--- src/rtl/fb_write_arbiter.sv ---
// Frame-buffer write-port arbiter: clear engine beats the two trail writers at
// burst boundaries, trail writers alternate and share a per-frame word budget.
module fb_write_arbiter #(
   parameter int ADDR_W    = 20,
   parameter int DATA_W    = 16,
   parameter int BUDGET    = 4096,
   parameter int MAX_BURST = 64
) (
   input  logic              Clk,
   input  logic              Reset,
   input  logic              frame_clk,
   input  logic [2:0]        Game_State,
   input  logic              clr_req,
   input  logic              b_req,
   input  logic              r_req,
   input  logic [ADDR_W-1:0] clr_addr,
   input  logic [ADDR_W-1:0] b_addr,
   input  logic [ADDR_W-1:0] r_addr,
   input  logic [DATA_W-1:0] clr_data,
   input  logic [DATA_W-1:0] b_data,
   input  logic [DATA_W-1:0] r_data,
   input  logic              clr_last,
   input  logic              b_last,
   input  logic              r_last,
   output logic              clr_ack,
   output logic              b_ack,
   output logic              r_ack,
   output logic              we,
   output logic [ADDR_W-1:0] trail_addr,
   output logic [DATA_W-1:0] write,
   output logic [1:0]        owner,
   output logic              budget_exhausted
);

   localparam int CNT_W   = $clog2(BUDGET + MAX_BURST) + 1;
   localparam int BURST_W = $clog2(MAX_BURST + 1);
   localparam logic [2:0] PLAYING = 3'b010;

   typedef enum logic [1:0] {
      IDLE  = 2'd0,
      G_CLR = 2'd1,
      G_B   = 2'd2,
      G_R   = 2'd3
   } state_t;

   state_t              state;
   state_t              next_state;
   logic                rr_red;
   logic [BURST_W-1:0]  burst_cnt;
   logic [CNT_W-1:0]    budget_cnt;
   logic                frame_clk_q;
   logic                playing;
   logic                accept;
   logic                trail_accept;
   logic                burst_done;
   logic                frame_edge;
   logic                cur_last;
   logic [ADDR_W-1:0]   cur_addr;
   logic [DATA_W-1:0]   cur_data;

   assign playing          = (Game_State == PLAYING);
   assign budget_exhausted = (budget_cnt >= CNT_W'(BUDGET));
   assign frame_edge       = frame_clk & ~frame_clk_q;
   assign owner            = state;
   assign accept           = clr_ack | b_ack | r_ack;
   assign trail_accept     = b_ack | r_ack;
   assign burst_done       = accept & (cur_last | (burst_cnt == BURST_W'(MAX_BURST - 1)));

   always_ff @(posedge Clk) begin
      if (Reset) state <= IDLE;
      else       state <= next_state;
   end

   // A trail owner loses its ack the moment the game leaves the playing state
   always_comb begin
      clr_ack  = 1'b0;
      b_ack    = 1'b0;
      r_ack    = 1'b0;
      cur_addr = clr_addr;
      cur_data = clr_data;
      cur_last = clr_last;
      unique case (state)
         G_CLR: clr_ack = clr_req;
         G_B: begin
            b_ack    = b_req & playing;
            cur_addr = b_addr;
            cur_data = b_data;
            cur_last = b_last;
         end
         G_R: begin
            r_ack    = r_req & playing;
            cur_addr = r_addr;
            cur_data = r_data;
            cur_last = r_last;
         end
         default: ;
      endcase
   end

   always_comb begin
      next_state = state;
      unique case (state)
         IDLE: begin
            if (clr_req) begin
               next_state = G_CLR;
            end else if (playing && !budget_exhausted) begin
               if (!rr_red) begin
                  if (b_req)      next_state = G_B;
                  else if (r_req) next_state = G_R;
               end else begin
                  if (r_req)      next_state = G_R;
                  else if (b_req) next_state = G_B;
               end
            end
         end
         G_CLR:   if (burst_done) next_state = IDLE;
         default: if (!playing || burst_done) next_state = IDLE;
      endcase
   end

   always_ff @(posedge Clk) begin
      if (Reset) begin
         burst_cnt <= '0;
         rr_red    <= 1'b0;
      end else begin
         if (next_state == IDLE) burst_cnt <= '0;
         else if (accept)        burst_cnt <= burst_cnt + 1'b1;
         if (state == G_B && next_state == IDLE)      rr_red <= 1'b1;
         else if (state == G_R && next_state == IDLE) rr_red <= 1'b0;
      end
   end

   always_ff @(posedge Clk) begin
      if (Reset) begin
         we         <= 1'b0;
         trail_addr <= '0;
         write      <= '0;
      end else begin
         we <= accept;
         if (accept) begin
            trail_addr <= cur_addr;
            write      <= cur_data;
         end
      end
   end

   // The refill edge still counts a trail word accepted in that same cycle
   always_ff @(posedge Clk) begin
      if (Reset) begin
         budget_cnt  <= '0;
         frame_clk_q <= 1'b0;
      end else begin
         frame_clk_q <= frame_clk;
         if (frame_edge)
            budget_cnt <= CNT_W'(trail_accept);
         else if (trail_accept && budget_cnt != {CNT_W{1'b1}})
            budget_cnt <= budget_cnt + 1'b1;
      end
   end

endmodule

--- config.mk ---
export PLATFORM = sky130hd
export DESIGN_NAME = fb_write_arbiter
export DESIGN_NICKNAME = d
export VERILOG_FILES = /design/src/rtl/fb_write_arbiter.sv
export SDC_FILE = /design/constraint.sdc
export NUM_CORES = 1
export LEC_CHECK = 0
export ABC_CLOCK_PERIOD_IN_PS = 3290
export BUFFER_PORTS_ARGS = -buffer_cell sky130_fd_sc_hd__buf_2
export CAP_MARGIN = 20
export CORE_MARGIN = 5
export CORE_UTILIZATION = 40
export CTS_BUF_LIST = sky130_fd_sc_hd__clkbuf_8
export CTS_CLUSTER_SIZE = 10
export DETAILED_ROUTE_END_ITERATION = 8
export GPL_ROUTABILITY_DRIVEN = 0
export PLACE_DENSITY = 0.71
export SLEW_MARGIN = 20
export SYNTH_ARGS = -nofsm -noshare
export SYNTH_HDL_FRONTEND = slang
export SYNTH_SLANG_ARGS = --single-unit
--- constraint.sdc ---
create_clock -name Clk -period 3.29 [get_ports Clk]
set_input_delay 0.658 -clock Clk [delete_from_list [all_inputs] [get_ports Clk]]
set_output_delay 0.658 -clock Clk [all_outputs]
set_load 0.01 [all_outputs]
After elaboration in Yosys (flattened, before gate mapping):

Cells that the tools add are included.

* register bits: 62
* output and inout bits: 43
* word-level logic and storage cells: 60
* input port bits: 120

* $lt $le $gt $ge: 1
* $add $sub $neg: 2
* reduce and logical (&&, ||, !) cells: 13
* muxes and demuxes: 20
* bitwise operators: 9
* equality and inequality tests: 6

Operator list (count)
* $pmux W20 S2: 1
* $pmux W16 S2: 1
* $mux W2: 9
* $add A14 B1 Y14 const B: 1
* $ge A14 B13 Y1 const B: 1
* $ne A14 B14 Y1 const B: 1
* $add A7 B1 Y7 const B: 1
* $eq A7 B6 Y1 const B: 1
* $mux W1: 7
* $and A1 B1 Y1: 4
* $eq A2 B2 Y1 const B: 2
* $logic_and A1 B1 Y1: 4
* $logic_not A2 Y1: 2
* $or A1 B1 Y1: 4
* $pmux W2 S2: 1
* $reduce_bool A2 Y1: 2
* $reduce_or A2 Y1: 2
* $eq A3 B2 Y1 const B: 1
* $eq A2 B1 Y1 const B: 1
* $logic_not A1 Y1: 2
* $pmux W1 S2: 1
* $logic_or A1 B1 Y1: 1
* $not A1 Y1: 1

Longest topological paths before layout:

Gate-level depths: netlist of the first run.

* word-level depth: 13
* depth in mapped cells: 7
* mapped depth without buffers: 6

Worst setup path before layout of the first run:

Ideal clock, no wire load.

* path type: input -> output
* start point: input Game_State[2]
* end point: output b_ack
* arrival time: 1.302 ns
* path slack: 1.330 ns
* stages: 2
* buffers on the path: 0
* required time: 2.632 ns
* cell sequence: nand4bb_2 > nor3b_1

* longest elaborated chain between the ends: 3

Ends and longest elaborated chain
* from (decl): line 12 `input logic [2:0] Game_State,`
* $eq A3 B2 Y1: line 61 `assign playing = (Game_State == PLAYING);`
* $and A1 B1 Y1: line 85 `b_ack = b_req & playing;`
* $mux W1: line 82 `unique case (state)`
* to (decl): line 26 `output logic b_ack,`

Every way passes these cells.

Worst setup path after layout of the first run:

* start point: register state[1] (netlist: owner[1])
* end point: output b_ack

* longest elaborated chain between the ends: 2

Ends and longest elaborated chain
* from (decl): line 46 `state_t state;`
* from (signal assigned): line 71 `else state <= next_state;`
* $eq A2 B2 Y1: line 82
* $mux W1: line 82

Every way passes these cells.

==> reports/metrics.cfg, run 1 <==
[sta]
finalWorstSetupSlack_ps=1030
hold_viol_final=0
setup_viol_count_final=0
worstMarginPinSlew_ps=662
min_period_over_period_pct=68.7
drv_slew=0
relSlewSlack_pct=55.9
layout_min_cycle_time_ps=2260
fmax_mhz=442
skew_ps=8.03
fin_tns_setup_ps=0
rsz0062_at_grt=no

[worst_setup_path]
critPathBufInv=1
worstSetupStartpoint=owner[1]$_SDFF_PP0_
path_class=reg -> out
cp.required_ps=2630
path_cells=nand4bb_2 -> nor3b_1 -> buf_2
slowest_stage=dfxtp_2
r2r_setup_slack_ps=1140
crit-reg2reg-launch=owner[1]$_SDFF_PP0_
critPathCapture=b_ack
r2r_end=write[6]$_SDFFE_PP0P_
cp-end-kind=output pin
worstPathArrival_ps=1600
reg2regPathDepth=6
cp.depth=3
worstSetupStartpointType=flop
cp_max_fo=23
crit_path_max_incr_delay_ps=620
path_delay_family=flip-flops

[pwr]
seqPwrFrac_pct=45.6
vdd.ir_drop.worst_v=0.000214
p_clk_share_pct=38.7
p_switching_uw=435
cellLeakagePower_uw=0.00197
sw_frac_of_total_pct=25.3
p_int_uw=1290
power_frac_comb_pct=15.7
powerDensity_mw_per_mm2=397

[final_layout]
fill_cells=817
area_growth_pct=32.0
multi_input_area_sq_mm=0.00188
drive_gt1_share_pct=34.5
nets=667
num_antenna_cells=0
fin_area_sq_mm=0.00434
regArea_sq_mm=0.00124

[grt]
grt_busiest_layer=met2
grt_antenna_before_repair=0
grt_pass1_vias=3319
use_met3_pct=4.57
grtUsageMet2_pct=31.5
grt_pass1_wl_mm=14.8
use_met1_pct=21.3
grt_usage_pct=17.9
grt_max_degree=62
overflow=0

[cts]
clock_latency_ps=330
ctsHoldBuffers=0
ctsResizeCount=0
cts_tree=done
cts_buffer_depth=2
cts.sinks=62
clk_pin_slew_worst_paths_ps=70
post-cts-setup-buffer-count=0
htree_levels=3
clockRootBuffer=clkbuf_8
cts_made_buffers=9

[outcome]
status=finished, final reports clean

[routing]
drc=0
drt_pass1_iterations=4
drtAntennaViolNets=0
drt-total-wl_mm=9.11
initialDrtViolationCount=113
viasPerCell=5.10
wl_per_cell_microns=13.9
vias=3338

[logic_synthesis]
synthTopCellsByArea=dfxtp_1 38%, mux2i_1 12%, nor2_1 10%
synth_flop_cell=dfxtp_1
synth_edf_count=0
syn_inst=394
ys_types=42
synth_warnings=0
yosysSeqAreaShare_pct=37.8
post_synth.cell_area_avg_sq_um=8.34
netlist_area_sq_mm=0.00328
yosysTopAreaCell=dfxtp_1
synth_top_area_share_pct=37.8
postSynth.asyncResetShare_pct=0
synth_seq_cells=62
synth_nets=516

[placed_design]
postPlaceCellArea_sq_mm=0.00414
portBuffers=162
dp_slack_ps=906
place_hpwl_mm=7.08

[floorplanning]
placementRows=33
dieArea_sq_mm=0.0101
die_x_microns=101
num_io_pins=163
start_util_pct=40.6
core_area_sq_mm=0.00809
die_h_microns=101

[min_path]
min_path_cells=2
worstHoldStart=write[5]$_SDFFE_PP0P_
worstHoldPathType=reg -> reg

[flow_run]
maxCapViolations=0

## cells in the mapped netlist, types with 4 or more instances
master,n
a211oi_1,39
a21oi_1,51
buf_2,10
clkbuf_1,10
dfxtp_1,62
inv_1,5
mux2i_1,41
nand2_1,10
nand3_1,4
nand4_1,7
nor2_1,91
xnor2_1,6
xor2_1,9
## tightest hold or removal path, stage by stage (launching register included)
cell	delay, ps
dfxtp_1	320
a21oi_1	60
nor2_1	70
## cell families after synthesis
group                    share of synthesized area (%)
AND/OR/NAND/NOR                                   19.2
AO/OA/AOI/OAI                                     20.4
flip-flops                                        37.8
multiplexers                                      13.0
buffers and inverters                             4.95
XOR/XNOR                                          4.00
adder cells (fa/ha/maj)                          0.762
## registers in the layout (all words and copies together) (netlist names)
name,count
trail_addr,20
write,16
budget_cnt,14
burst_cnt,7
owner,2
frame_clk_q,1
rr_red,1
we,1
## worst min path at each step
stage	end	slack, ps
5_1_grt	budget_cnt[6]$_SDFFE_PP0P_	520
4_1_cts	write[5]$_SDFFE_PP0P_	490
2_1_floorplan	budget_cnt[6]$_SDFFE_PP0P_	450
3_3_place_gp	budget_cnt[6]$_SDFFE_PP0P_	460
6_report	write[5]$_SDFFE_PP0P_	480
3_5_place_dp	write[5]$_SDFFE_PP0P_	470
## layout make-up
type / instances / area share [%]
timing repair buffer: 167 / 19.8
tap: 105 / 3.03
sequential: 62 / 28.7
multi-input combinational: 300 / 43.4
clock buffer: 11 / 3.49
inverter: 5 / 0.433
clock inverter: 5 / 1.15
## power by group through the flow
stage                     clock network [uW]  logic, uW  registers (uW)
after floorplan                            0        150             808
after global placement                     0        268             803
after detailed placement                   0        273             803
after CTS                                681        274             787
after global routing                     712        301             789
final                                    667        270             787
## through the flow
step           power (uW)  std cells  utilization [%]  hold slack, ps
6_report             1720        655             53.6             483
5_1_grt              1800        655             53.6             522
4_1_cts              1740        655             53.6             489
3_5_place_dp         1080        639             51.1             473
3_3_place_gp         1070        639             51.1             464
2_1_floorplan         957        394                -             446
## cells in the final DEF (no fill, tap or decap), drive strengths merged, types with 2 or more instances in the layout
master and count:
and3 3, nor2 91, inv 7, xor2 9, nand3 4, o2111ai 3, and4 2, o21bai 2
a211oi 39, nor4 3, ha 2, nor2b 3, nand2b 3, nor3b 3, nand2 10, buf 167
a21oi 52, clkbuf 11, nand4 7, mux2i 41, nor3 2, dfxtp 62, xnor2 6, o21ai 3
## layer usage
layer | vias to the layer above | wire length, microns
met2 | 107 | 4520
met4 | 0 | 145
li1 | 1714 | -
met3 | 12 | 638
met5 | - | 0
met1 | 1505 | 3810
Note: power is estimated with default switching activity, not from simulation.
==> run 2: changes to the inputs <==
ABC_AREA = 1   (was unset)
ABC_CLOCK_PERIOD_IN_PS = 2300   (was 3290)
PLACE_DENSITY = 0.72   (was 0.71)
clock period = 2.3 ns   (was 3.29 ns; I/O delays follow)
==> run 2 against run 1 <==
Non-clock buffer count stayed put. Clock power grew 44%. Final cell count is 9.5% higher. Worst setup slack lost 640 ps. Core utilization increased by 1.7 points. Total power is 46% higher. Register-to-register slack got worse by 740 ps. Synthesized area shrank 1.9%. Flip-flop and latch count stayed put. Critical endpoint unchanged. Largest cell class unchanged.
==> reports/metrics.cfg, run 2 <==
[final_layout]
layout_common_cells=162 x buf_2, 158 x nand2_1, 62 x dfxtp_1
num_antenna_cells=0  ; unchanged
regMostFlops=trail_addr
final_cells=717  ; +9.5%
regArea_sq_mm=0.00124  ; -0.20%
drive_gt1_share_pct=34.3  ; -0.24 points
multi_input_area_sq_mm=0.00175  ; -6.8%
area_growth_pct=34.0
reg_top3=trail_addr: 20 flops, write: 16 flops, budget_cnt: 14 flops
fill_cells=757  ; -7.3%
final_common_cell=buf_2
nets=732  ; +9.7%
largest_register_ffs=20  ; unchanged

[grt]
grt_usage_pct=19.6  ; +1.7 points
grt_pass1_wl_mm=16.0  ; +7.9%
grt_pass1_vias=3517  ; +6.0%
grt_max_degree=77  ; +24%
overflow=0  ; unchanged
grt_antenna_before_repair=0  ; unchanged

[pwr]
p_switching_uw=673  ; +55%
p_clk_share_pct=38.2  ; -0.5 points
power_frac_comb_pct=15.4  ; -0.3 points
power_uw=2510  ; +46%
p_int_uw=1840  ; +43%
sw_frac_of_total_pct=26.8  ; +1.6 points
vdd.ir_drop.worst_v=0.000291  ; +36%
cellLeakagePower_uw=0.00203  ; +2.6%
powerDensity_mw_per_mm2=581  ; +46%
seqPwrFrac_pct=46.4  ; +0.8 points

[logic_synthesis]
synth_flop_cell=dfxtp_1
postSynth.asyncResetShare_pct=0  ; unchanged
synth_warnings=0  ; unchanged
synth_seq_cells=62  ; unchanged
synth_nets=576  ; +12%
synth_edf_count=0  ; unchanged
synth_top_area_share_pct=38.5  ; +0.72 points
synth_common_cells=158 x nand2_1, 62 x dfxtp_1, 39 x o21ai_0
syn_inst=454  ; +15%
yosysMostFrequentCell=nand2_1
netlist_area_sq_mm=0.00322  ; -1.9%
synthTopCellsByArea=dfxtp_1 39%, nand2_1 18%, a41oi_1 9.2%
post_synth.cell_area_avg_sq_um=7.10  ; -15%
yosysSeqAreaShare_pct=38.5  ; +0.72 points
yosysTopAreaCell=dfxtp_1
ys_types=38  ; -9.5%

[worst_setup_path]
cp.required_ps=1840  ; -790 ps
cp-end-kind=output pin
cp_max_fo=9  ; -61%
path_class=reg -> out
worstSetupStartpointType=flop
worstPathArrival_ps=1450  ; -150 ps

[placed_design]
place_hpwl_mm=7.31  ; +3.3%
portBuffers=162  ; unchanged
dpl.cell_count=701  ; +9.7%

[cts]
htree_levels=3  ; unchanged
cts_buffer_depth=2  ; unchanged
cts_tree=done
clk_pin_slew_worst_paths_ps=70  ; about the same
cts_made_buffers=9  ; unchanged
post-cts-setup-buffer-count=0  ; unchanged
clockRootBuffer=clkbuf_8
ctsHoldBuffers=0  ; unchanged
ctsResizeCount=0  ; unchanged
clock_latency_ps=340  ; about the same
cts.sinks=62  ; unchanged

[floorplanning]
dieArea_sq_mm=0.00995  ; -1.7%
die_h_microns=99.8  ; -0.84%
die_x_microns=99.8  ; -0.84%
placementRows=32  ; -3.0%
num_io_pins=163  ; unchanged
core_area_sq_mm=0.00781  ; -3.5%
start_util_pct=41.3  ; +0.70 points

[routing]
drt_pass1_iterations=4  ; unchanged
viasPerCell=5.04  ; -1.0%
vias=3616  ; +8.3%
wl_per_cell_microns=13.9  ; about the same
drc=0  ; unchanged
drt-total-wl_mm=9.97  ; +9.5%
initialDrtViolationCount=106  ; -6.2%
drtAntennaViolNets=0  ; unchanged

[min_path]
worstHoldPathType=in -> reg

[sta]
setup_viol_count_final=0  ; unchanged
layout_min_cycle_time_ps=1910
skew_ps=6.49  ; -1.54 ps
worstMarginPinSlew_ps=700  ; +38.0 ps
drv_slew=0  ; unchanged
min_period_over_period_pct=83.2
rsz0062_at_grt=no
fmax_mhz=523
relSlewSlack_pct=53.3  ; -2.6 points
hold_viol_final=0  ; unchanged
fin_tns_setup_ps=0  ; unchanged

[flow_run]
maxCapViolations=0  ; unchanged

[outcome]
status=finished, final reports clean

-- run 2: routing by layer --
metal | GRT usage, % | part of all wire (%) | vias up
met5 | 0 | 0 | -
met4 | 9.98 | 3.2 | 0
met3 | 4.07 | 6.2 | 27
met2 | 33.7 | 49 | 121
met1 | 23.0 | 41 | 1621
li1 | - | - | 1847
-- run 2: area by class of cell --
class	count	share of cell area, %
Multi-Input combinational cell	335	40.6
Clock inverter	6	1.42
Sequential cell	62	28.7
Clock buffer	10	3.19
Timing Repair Buffer	167	19.9
Inverter	35	3.16
Tap cell	102	2.96
-- run 2: critical path, stage by stage, from the launching register on --
cell and delay (ps):
dfxtp_1 540, nand2_2 130, nor2_1 140, nand2_1 110, inv_1 70, buf_2 120
-- run 2: final timing paths --
path,start,cells past startpoint,endpoint,slack [ps]
worst max register to register,budget_cnt[0]$_SDFFE_PP0P_,10,budget_cnt[4]$_SDFFE_PP0P_,400
worst min-delay path,frame_clk,3,frame_clk_q$_SDFF_PP0_,340
worst min register to register,budget_cnt[3]$_SDFFE_PP0P_,2,budget_cnt[3]$_SDFFE_PP0P_,480
worst max-delay path,owner[1]$_SDFF_PP0_,5,b_ack,390
-- run 2: power groups by stage --
stage	clock, uW	sequential (uW)	combinational, uW
2_1_floorplan	0	1210	160
3_3_place_gp	0	1190	381
3_5_place_dp	0	1190	387
4_1_cts	981	1160	388
5_1_grt	1030	1170	428
6_report	959	1160	386
-- run 2: cells by family after synthesis --
group | Yosys count | synth area share [%]
simple gates | 230 | 31.6
compound gates | 97 | 20.3
flops | 62 | 38.5
buf+inv | 57 | 7.10
xor+xnor | 6 | 1.63
fa+ha+maj | 2 | 0.776
-- run 2: through the flow --
| step | area [sq um] | util (%) | hold WS, ps | worst slack [ps] |
|---|---|---|---|---|
| finish | 4320 | 55.3 | 343 | 386 |
| global route | 4320 | 55.3 | 365 | 198 |
| CTS | 4320 | 55.3 | 334 | 384 |
| detailed placement | 4120 | 52.8 | 472 | 348 |
| global placement | 4120 | 52.8 | 464 | 384 |
| floorplan | 3220 | - | 452 | 614 |
